## src/rtl/cmp_zelg_serial_pkg.sv

```systemverilog
// Shared definitions for the serial zero/equal/less/greater comparator:
// FSM encodings, the flag bundle and an index-width helper.
package cmp_zelg_serial_pkg;

  localparam logic [1:0] CMPS_IDLE = 2'd0;
  localparam logic [1:0] CMPS_RUN  = 2'd1;
  localparam logic [1:0] CMPS_DONE = 2'd2;

  typedef struct packed {
    logic zero;
    logic equal;
    logic less;
    logic greater;
  } cmp_flags_t;

  // A chunk index needs at least one bit, even when there is only one chunk.
  function automatic int idx_width(input int nchunk);
    return (nchunk > 1) ? $clog2(nchunk) : 1;
  endfunction

endpackage

```

## src/rtl/cmp_zelg_serial_cmp.sv

```systemverilog
// Combinational unsigned zero/equal/less/greater compare of one chunk.
module cmp_zelg_serial_cmp
  import cmp_zelg_serial_pkg::*;
#(
  parameter int p_WIDTH = 8
) (
  input  logic [p_WIDTH-1:0] iv_x,
  input  logic [p_WIDTH-1:0] iv_y,
  output cmp_flags_t         o_flags
);

  always_comb begin
    o_flags         = '0;
    o_flags.zero    = (iv_x == '0) && (iv_y == '0);
    o_flags.equal   = (iv_x == iv_y);
    o_flags.less    = (iv_x < iv_y);
    o_flags.greater = (iv_x > iv_y);
  end

endmodule

```

## src/rtl/cmp_zelg_serial.sv

```systemverilog
// Multi-cycle magnitude comparator: one chunk per cycle, MSB chunk first,
// stopping at the first chunk that differs. Signed mode is chosen per request.
module cmp_zelg_serial
  import cmp_zelg_serial_pkg::*;
#(
  parameter int p_WIDTH = 32,
  parameter int p_CHUNK = 8
) (
  input  logic                                  i_clk,
  input  logic                                  i_rst_n,
  input  logic                                  i_valid,
  output logic                                  o_ready,
  input  logic [p_WIDTH-1:0]                    iv_x,
  input  logic [p_WIDTH-1:0]                    iv_y,
  input  logic                                  i_signed,
  output logic                                  o_valid,
  input  logic                                  i_ready,
  output logic                                  o_zero,
  output logic                                  o_equal,
  output logic                                  o_less,
  output logic                                  o_greater,
  output logic [$clog2(p_WIDTH/p_CHUNK+1)-1:0]  ov_chunks
);

  localparam int NCHUNK = p_WIDTH / p_CHUNK;
  localparam int CW     = $clog2(NCHUNK + 1);
  localparam int IW     = idx_width(NCHUNK);
  localparam logic [IW-1:0] TOP_IDX = IW'(NCHUNK - 1);

  if ((p_CHUNK < 1) || (p_CHUNK > p_WIDTH) || ((p_WIDTH % p_CHUNK) != 0)) begin : g_width_check
    $error("cmp_zelg_serial: p_WIDTH must be a positive multiple of p_CHUNK");
  end

  logic [1:0]         state_reg;
  logic               ready_reg;
  logic [p_WIDTH-1:0] x_reg;
  logic [p_WIDTH-1:0] y_reg;
  logic               signed_reg;
  logic [IW-1:0]      idx_reg;
  logic               zero_run_reg;
  cmp_flags_t         flags_reg;
  logic [CW-1:0]      chunks_reg;

  logic [p_CHUNK-1:0] x_chunks [NCHUNK];
  logic [p_CHUNK-1:0] y_chunks [NCHUNK];
  logic [p_CHUNK-1:0] x_raw;
  logic [p_CHUNK-1:0] y_raw;
  logic [p_CHUNK-1:0] flip_mask;
  logic               msb_flip;
  logic               chunk_zero;
  cmp_flags_t         chunk_flags;

  for (genvar gi = 0; gi < NCHUNK; gi++) begin : g_chunk
    assign x_chunks[gi] = x_reg[gi*p_CHUNK +: p_CHUNK];
    assign y_chunks[gi] = y_reg[gi*p_CHUNK +: p_CHUNK];
  end

  if (NCHUNK == 1) begin : g_mux_single
    assign x_raw = x_chunks[0];
    assign y_raw = y_chunks[0];
  end else begin : g_mux_multi
    assign x_raw = x_chunks[idx_reg];
    assign y_raw = y_chunks[idx_reg];
  end

  // Flipping both sign bits maps two's-complement order onto unsigned order.
  assign msb_flip = signed_reg && (idx_reg == TOP_IDX);

  always_comb begin
    flip_mask            = '0;
    flip_mask[p_CHUNK-1] = msb_flip;
  end

  cmp_zelg_serial_cmp #(.p_WIDTH(p_CHUNK)) u_cmp (
    .iv_x    (x_raw ^ flip_mask),
    .iv_y    (y_raw ^ flip_mask),
    .o_flags (chunk_flags)
  );

  // The compare's zero flag sees the flipped chunk, so use the raw chunk there.
  assign chunk_zero = msb_flip ? (x_raw == '0) : chunk_flags.zero;

  always_ff @(posedge i_clk or negedge i_rst_n) begin
    if (!i_rst_n) begin
      state_reg    <= CMPS_IDLE;
      ready_reg    <= 1'b0;
      x_reg        <= '0;
      y_reg        <= '0;
      signed_reg   <= 1'b0;
      idx_reg      <= '0;
      zero_run_reg <= 1'b0;
      flags_reg    <= '0;
      chunks_reg   <= '0;
    end else begin
      case (state_reg)
        CMPS_IDLE: begin
          ready_reg <= 1'b1;
          if (ready_reg && i_valid) begin
            x_reg        <= iv_x;
            y_reg        <= iv_y;
            signed_reg   <= i_signed;
            idx_reg      <= TOP_IDX;
            zero_run_reg <= 1'b1;
            ready_reg    <= 1'b0;
            state_reg    <= CMPS_RUN;
          end
        end
        CMPS_RUN: begin
          if (!chunk_flags.equal) begin
            flags_reg.zero    <= 1'b0;
            flags_reg.equal   <= 1'b0;
            flags_reg.less    <= chunk_flags.less;
            flags_reg.greater <= chunk_flags.greater;
            chunks_reg        <= CW'(NCHUNK) - CW'(idx_reg);
            state_reg         <= CMPS_DONE;
          end else if (idx_reg == '0) begin
            flags_reg.zero    <= zero_run_reg & chunk_zero;
            flags_reg.equal   <= 1'b1;
            flags_reg.less    <= 1'b0;
            flags_reg.greater <= 1'b0;
            chunks_reg        <= CW'(NCHUNK);
            state_reg         <= CMPS_DONE;
          end else begin
            idx_reg      <= idx_reg - 1'b1;
            zero_run_reg <= zero_run_reg & chunk_zero;
          end
        end
        CMPS_DONE: begin
          if (i_ready) begin
            ready_reg <= 1'b1;
            state_reg <= CMPS_IDLE;
          end
        end
        default: begin
          state_reg <= CMPS_IDLE;
        end
      endcase
    end
  end

  assign o_ready   = ready_reg;
  assign o_valid   = (state_reg == CMPS_DONE);
  assign o_zero    = flags_reg.zero;
  assign o_equal   = flags_reg.equal;
  assign o_less    = flags_reg.less;
  assign o_greater = flags_reg.greater;
  assign ov_chunks = chunks_reg;

endmodule
```

## config.mk

```make
export PLATFORM = sky130hd
export DESIGN_NAME = cmp_zelg_serial
export DESIGN_NICKNAME = d
export VERILOG_FILES = /design/src/rtl/cmp_zelg_serial_pkg.sv /design/src/rtl/cmp_zelg_serial_cmp.sv /design/src/rtl/cmp_zelg_serial.sv
export SDC_FILE = /design/constraint.sdc
export NUM_CORES = 1
export LEC_CHECK = 0
export BUFFER_PORTS_ARGS = -buffer_cell sky130_fd_sc_hd__buf_2
export CELL_PAD_IN_SITES_DETAIL_PLACEMENT = 0
export CELL_PAD_IN_SITES_GLOBAL_PLACEMENT = 1
export CORE_MARGIN = 10
export CORE_UTILIZATION = 48
export DETAILED_ROUTE_END_ITERATION = 10
export GPL_TIMING_DRIVEN = 1
export PLACE_DENSITY_LB_ADDON = 0.3
export SLEW_MARGIN = 20
export SYNTH_ARGS = -nofsm -noshare
export SYNTH_HDL_FRONTEND = slang
export SYNTH_HIERARCHICAL = 1
export SYNTH_SLANG_ARGS = --single-unit
```

## constraint.sdc

```tcl
create_clock -name i_clk -period 7 [get_ports i_clk]
set_clock_uncertainty 0.2 [all_clocks]
set_input_delay 1.75 -clock i_clk [delete_from_list [all_inputs] [get_ports i_clk]]
set_output_delay 1.75 -clock i_clk [all_outputs]
set_load 0.02 [all_outputs]
```

# --- After elaboration in Yosys (flattened, before gate mapping) ---
# Index checks and enable logic that the tools add are counted.
word_totals:
  register_bits: 78
  in_bits: 69
  output_inout_bits: 9
op_classes:
  n_eq_ne: 10
  n_reduce_logical: 15
  bitwise_logic: 4
  muxes: 27
  add_sub_neg: 2
  order_cmp: 3
op_table:
  columns: ["cell", "n"]
  rows:
  - ["8-bit binary-select mux with 2-bit select", 2]
  - ["8-bit 2-to-1 mux", 4]
  - ["8-bit zero test", 3]
  - ["8-bit XOR", 2]
  - ["2-bit 2-to-1 mux", 7]
  - ["8-bit == test", 1]
  - ["8-bit > comparator", 1]
  - ["8-bit less-than comparator", 1]
  - ["4-bit 2-to-1 mux", 2]
  - ["1-bit 2-to-1 mux", 6]
  - ["3-bit 2-to-1 mux", 2]
  - ["2-bit != test (second input constant)", 3]
  - ["2-bit case mux with 3 select lines", 1]
  - ["2-bit AND reduction", 3]
  - ["2-bit == test (second input constant)", 2]
  - ["2-bit zero test", 2]
  - ["2-bit by 1-bit != test with 1-bit output (second input constant)", 2]
  - ["1-bit case mux with 2 select lines", 2]
  - ["2-bit case mux with 2 select lines", 1]
  - ["4-bit AND reduction", 1]
  - ["2-bit nonzero test", 2]
  - ["3-bit greater-or-equal comparator (second input constant)", 1]
  - ["1-bit logical AND", 3]
  - ["3-bit != test (second input constant)", 1]
  - ["6 further kinds", 6]

# --- Longest topological paths before layout ---
logic_depth:
  depth_word: 12
  mapped_depth: 12

# --- Hierarchy ---
# The synthesis kept the hierarchy.
modules_own_cells:
  columns: ["module", "seq_area_each_um2", "area_per_inst_um2", "cells_per_inst", "n_inst"]
  rows:
  - ["cmp_zelg_serial", 1951.9, 3398.3, 213, 1]
  - ["cmp_zelg_serial_cmp", 0.0, 259.0, 34, 1]

# --- Worst setup path before layout ---
# OpenSTA, ideal clock, no wires.
synth_timing:
  kind: "input to register"
  from: "input port i_valid"
  to: "register x_reg[16]"
  setup_time_ps: 125
  setup_slack_ps: 3759
  stages: 5
  required_time_ps: 6675
  t_arrival_ps: 2916
  path_cell_list: "nor4bb_1 > clkbuf_1 > buf_2 > buf_2 > mux2_2"
synth_between:
  elab_chain_len: 2
synth_lines:
  columns: ["element", "line_no", "text"]
  rows:
  - ["from (decl)", "cmp_zelg_serial.sv:11", "input logic i_valid,"]
  - ["1-bit logical AND", "cmp_zelg_serial.sv:98", "if (ready_reg && i_valid) begin"]
  - ["2-bit AND reduction (no source line)", null, null]
  - ["to (signal assigned)", "cmp_zelg_serial.sv:99", "x_reg <= iv_x;"]
  - ["to (decl)", "cmp_zelg_serial.sv:36", "logic [p_WIDTH-1:0] x_reg;"]
# Every way passes these cells.
# A chain may end at the register's enable or synchronous reset.

==> run_results.csv <==
group,metric,value,unit
run_status,status,"finished, final reports clean",
clock_network,clkSinkCount,78,
placed_design,pre_cts_ws,3340,ps
final_layout,nNetsFinal,404,
routing,via_per_inst,5.22,
grt,grt_busiest_layer,"met2",
yosys,syn_inst,247,
yosys,synth_top_area_cell,"dfrtp_1",
die,die_area,11500,um2
sta,layout_min_cycle_time,3610,ps
sta,finalSetupViolations,0,
final_layout,drive_gt1_frac,0.532,
placed_design,place_congestion,0.752,
yosys,synthDistinctLibCells,34,
clock_network,holdBufCountCts,0,
yosys,yosysMostFrequentCell,"dfrtp_1",
setup_path,cp.arrival,3650,ps
final_layout,fin_util,0.592,
routing,antenna_left,0,
setup_path,critPathSlowestCell,"mux4_1",
sta,holdWs,290,ps
setup_path,cp_max_fo,18,
power_and_ir_drop,vdd_drop_max,0.000166,V
setup_path,crit_chain,"buf_4, mux4_1, xnor2_1, inv_1, ha_1, nand4_2, nor2_1, inv_1, o21ai_0, a21bo_2",
sta,timing.final.crit_share,0.516,
setup_path,worstSetupPathDepth,10,
die,die_w,107,um
power_and_ir_drop,total_power,1.88,mW
setup_path,start_kind,"flop",
final_layout,diodes,0,
die,start_util,0.499,
power_and_ir_drop,power_density,434,nW/um2
job,drv_cap,0,
placed_design,numPortBuffers,77,
routing,first_iter_violations,63,
sta,drv_slew,0,
yosys,synthesis.area,3660,um2
final_layout,nFillCells,598,
grt,met3_usage,0.0419,
setup_path,crit_buf_inv,3,
sta,hold_violations,0,
final_layout,area_growth,18.6,%
clock_network,root_buffer,"clkbuf_8",
sta,max_freq,277,MHz
yosys,yosysTopAreaCellShare,0.534,
die,coreArea,7330,um2
routing,via_count,2233,
grt,grt_pass1_vias,2558,
routing,drt_first_pass_iters,4,
sta,tightest_slew,964,ps
yosys,synthTopCellsByArea,"dfrtp_1, mux2_2, mux4_2, mux4_1, ha_1",
setup_path,path_class,"flop to flop",
yosys,yosysSeqAreaShare,0.534,
yosys,ys_warn_count,6,
yosys,async_flop_share,1.00,
hold_path,min_path_cells,1,
yosys,synthFlopType,"dfrtp_1",
setup_path,cpMostUsedCell,"inv_1",
setup_path,end_kind,"flop",
clock_network,cts_resized,0,
setup_path,r2r_cells,10,
grt,grt_use_total,0.137,
clock_network,post_cts_buffers,0,
setup_path,cp_slowest_stage_delay,610,ps
routing,drt-wirelength-per-cell,17.4,um
clock_network,max-clock-path-buffers,2,
sta,slew_headroom,0.357,
clock_network,cts_inserted_buffers,9,
grt,grt_pass1_wl,12.4,mm
clock_network,cts_tree,"yes",
sta,fin_tns_setup,0,ps
clock_network,path_clk_slew,80,ps
grt,antenna_found_initial,0,
setup_path,worstPathRequired,7040,ps
grt,overflow,0,
yosys,syn_nets,326,
sta,worst_slack,3390,ps
grt,met2_usage,0.220,
yosys,avgSynthCellArea,14.8,um2
die,die_h,107,um
placed_design,dpl.hpwl,5.45,mm
yosys,yosys-top-cells-count,"dfrtp_1, mux2_2, inv_1, ha_1",
grt,grt_max_degree,79,
die,std_cell_rows,31,
grt,grt_use_met1,0.162,
clock_network,insertion_delay,340,ps
die,ioPinCount,78,
routing,wl,7.43,mm
power_and_ir_drop,leakagePower,2.02,nW
clock_network,htree_levels,3,
routing,drc,0,
setup_path,cpLargestDelayFamily,"compound AO/OA/AOI/OAI gates",
hold_path,min_path_type,"flop to flop",
yosys,ys_ff_latch,78,
sta,grt_setup_unrepaired,"no",
yosys,synth_edf_count,0,
-- power breakdown --
| part | switching, mW | internal (mW) |
|---|---|---|
| logic | 0.329 | 0.434 |
| clock network | 0.152 | 0.197 |
| registers | 0.108 | 0.662 |
-- layout by cell type (no fill, tap or decap), types with 2 or more instances in the layout --
| cell type | netlist | final |
|---|---|---|
| a21oi_1 | 7 | 7 |
| a22o_1 | 3 | 3 |
| buf_2 | 9 | 76 |
| buf_4 | 0 | 3 |
| bufinv_16 | 0 | 2 |
| clkbuf_8 | 0 | 9 |
| clkinv_2 | 0 | 3 |
| dfrtp_1 | 78 | 78 |
| ha_1 | 10 | 10 |
| inv_1 | 13 | 13 |
| mux2_2 | 65 | 65 |
| mux4_1 | 7 | 7 |
| mux4_2 | 9 | 9 |
| nand2_1 | 4 | 4 |
| nand4_1 | 2 | 2 |
| nor2_1 | 9 | 9 |
| nor2b_1 | 2 | 2 |
| nor4_1 | 4 | 4 |
| o21ai_0 | 3 | 3 |
| xnor2_1 | 2 | 2 |
-- through the flow --
stage                     area, um2  std cells
after global routing           4340        428
after detailed placement       4140        413
after floorplan                3660        247
after CTS                      4340        428
final                          4340        428
after global placement         4140        413
-- worst reg2reg max path, delay by kind of cell (launching register included) --
kind | cells | cell delay, ps
xor gates and xnor gates | 1 | 220
DFF | 1 | 450
and+or+nand+nor | 2 | 350
buffers and inverters | 3 | 520
AOI/OAI and AO/OA | 2 | 820
muxes | 1 | 620
adders and majority gates | 1 | 330
-- metal layers --
metal	vias up	share of wire	wire length, um
met5	-	0	0
met4	0	0.017	128
met3	11	0.059	435
met2	45	0.49	3630
met1	1111	0.44	3240
li1	1066	-	-
-- logic make-up after synthesis --
kind of cell / after synthesis / share of synthesized area
buf+inv: 25 / 0.0308
mux: 81 / 0.306
compound gates: 21 / 0.0404
fa+ha+maj: 10 / 0.0342
flops: 78 / 0.534
xor+xnor: 2 / 0.00479
simple gates: 30 / 0.0503
-- final cells by class --
class	instances	area, um2	share of cell area
clock inverters	5	75.1	0.0173
flip-flops and latches	78	1950	0.450
inverters	13	48.8	0.0112
clock buffers	10	128	0.0294
repair buffers	79	403	0.0929
multi-input cells	144	1610	0.371
well taps	99	124	0.0286
-- path summary, 6_finish.rpt --
check | from | to | slack, ps
hold reg to reg | ov_chunks[1] | ov_chunks[1] | 290
setup reg to reg | idx_reg[0] | state_reg[1] | 3390
min in group asynchronous | i_rst_n | x_reg[8] | 1330
hold / removal | ov_chunks[1] | ov_chunks[1] | 290
max in group asynchronous | i_rst_n | x_reg[2] | 4610
setup / recovery | idx_reg[0] | state_reg[1] | 3390
Note: power is estimated with default switching activity, not from simulation.
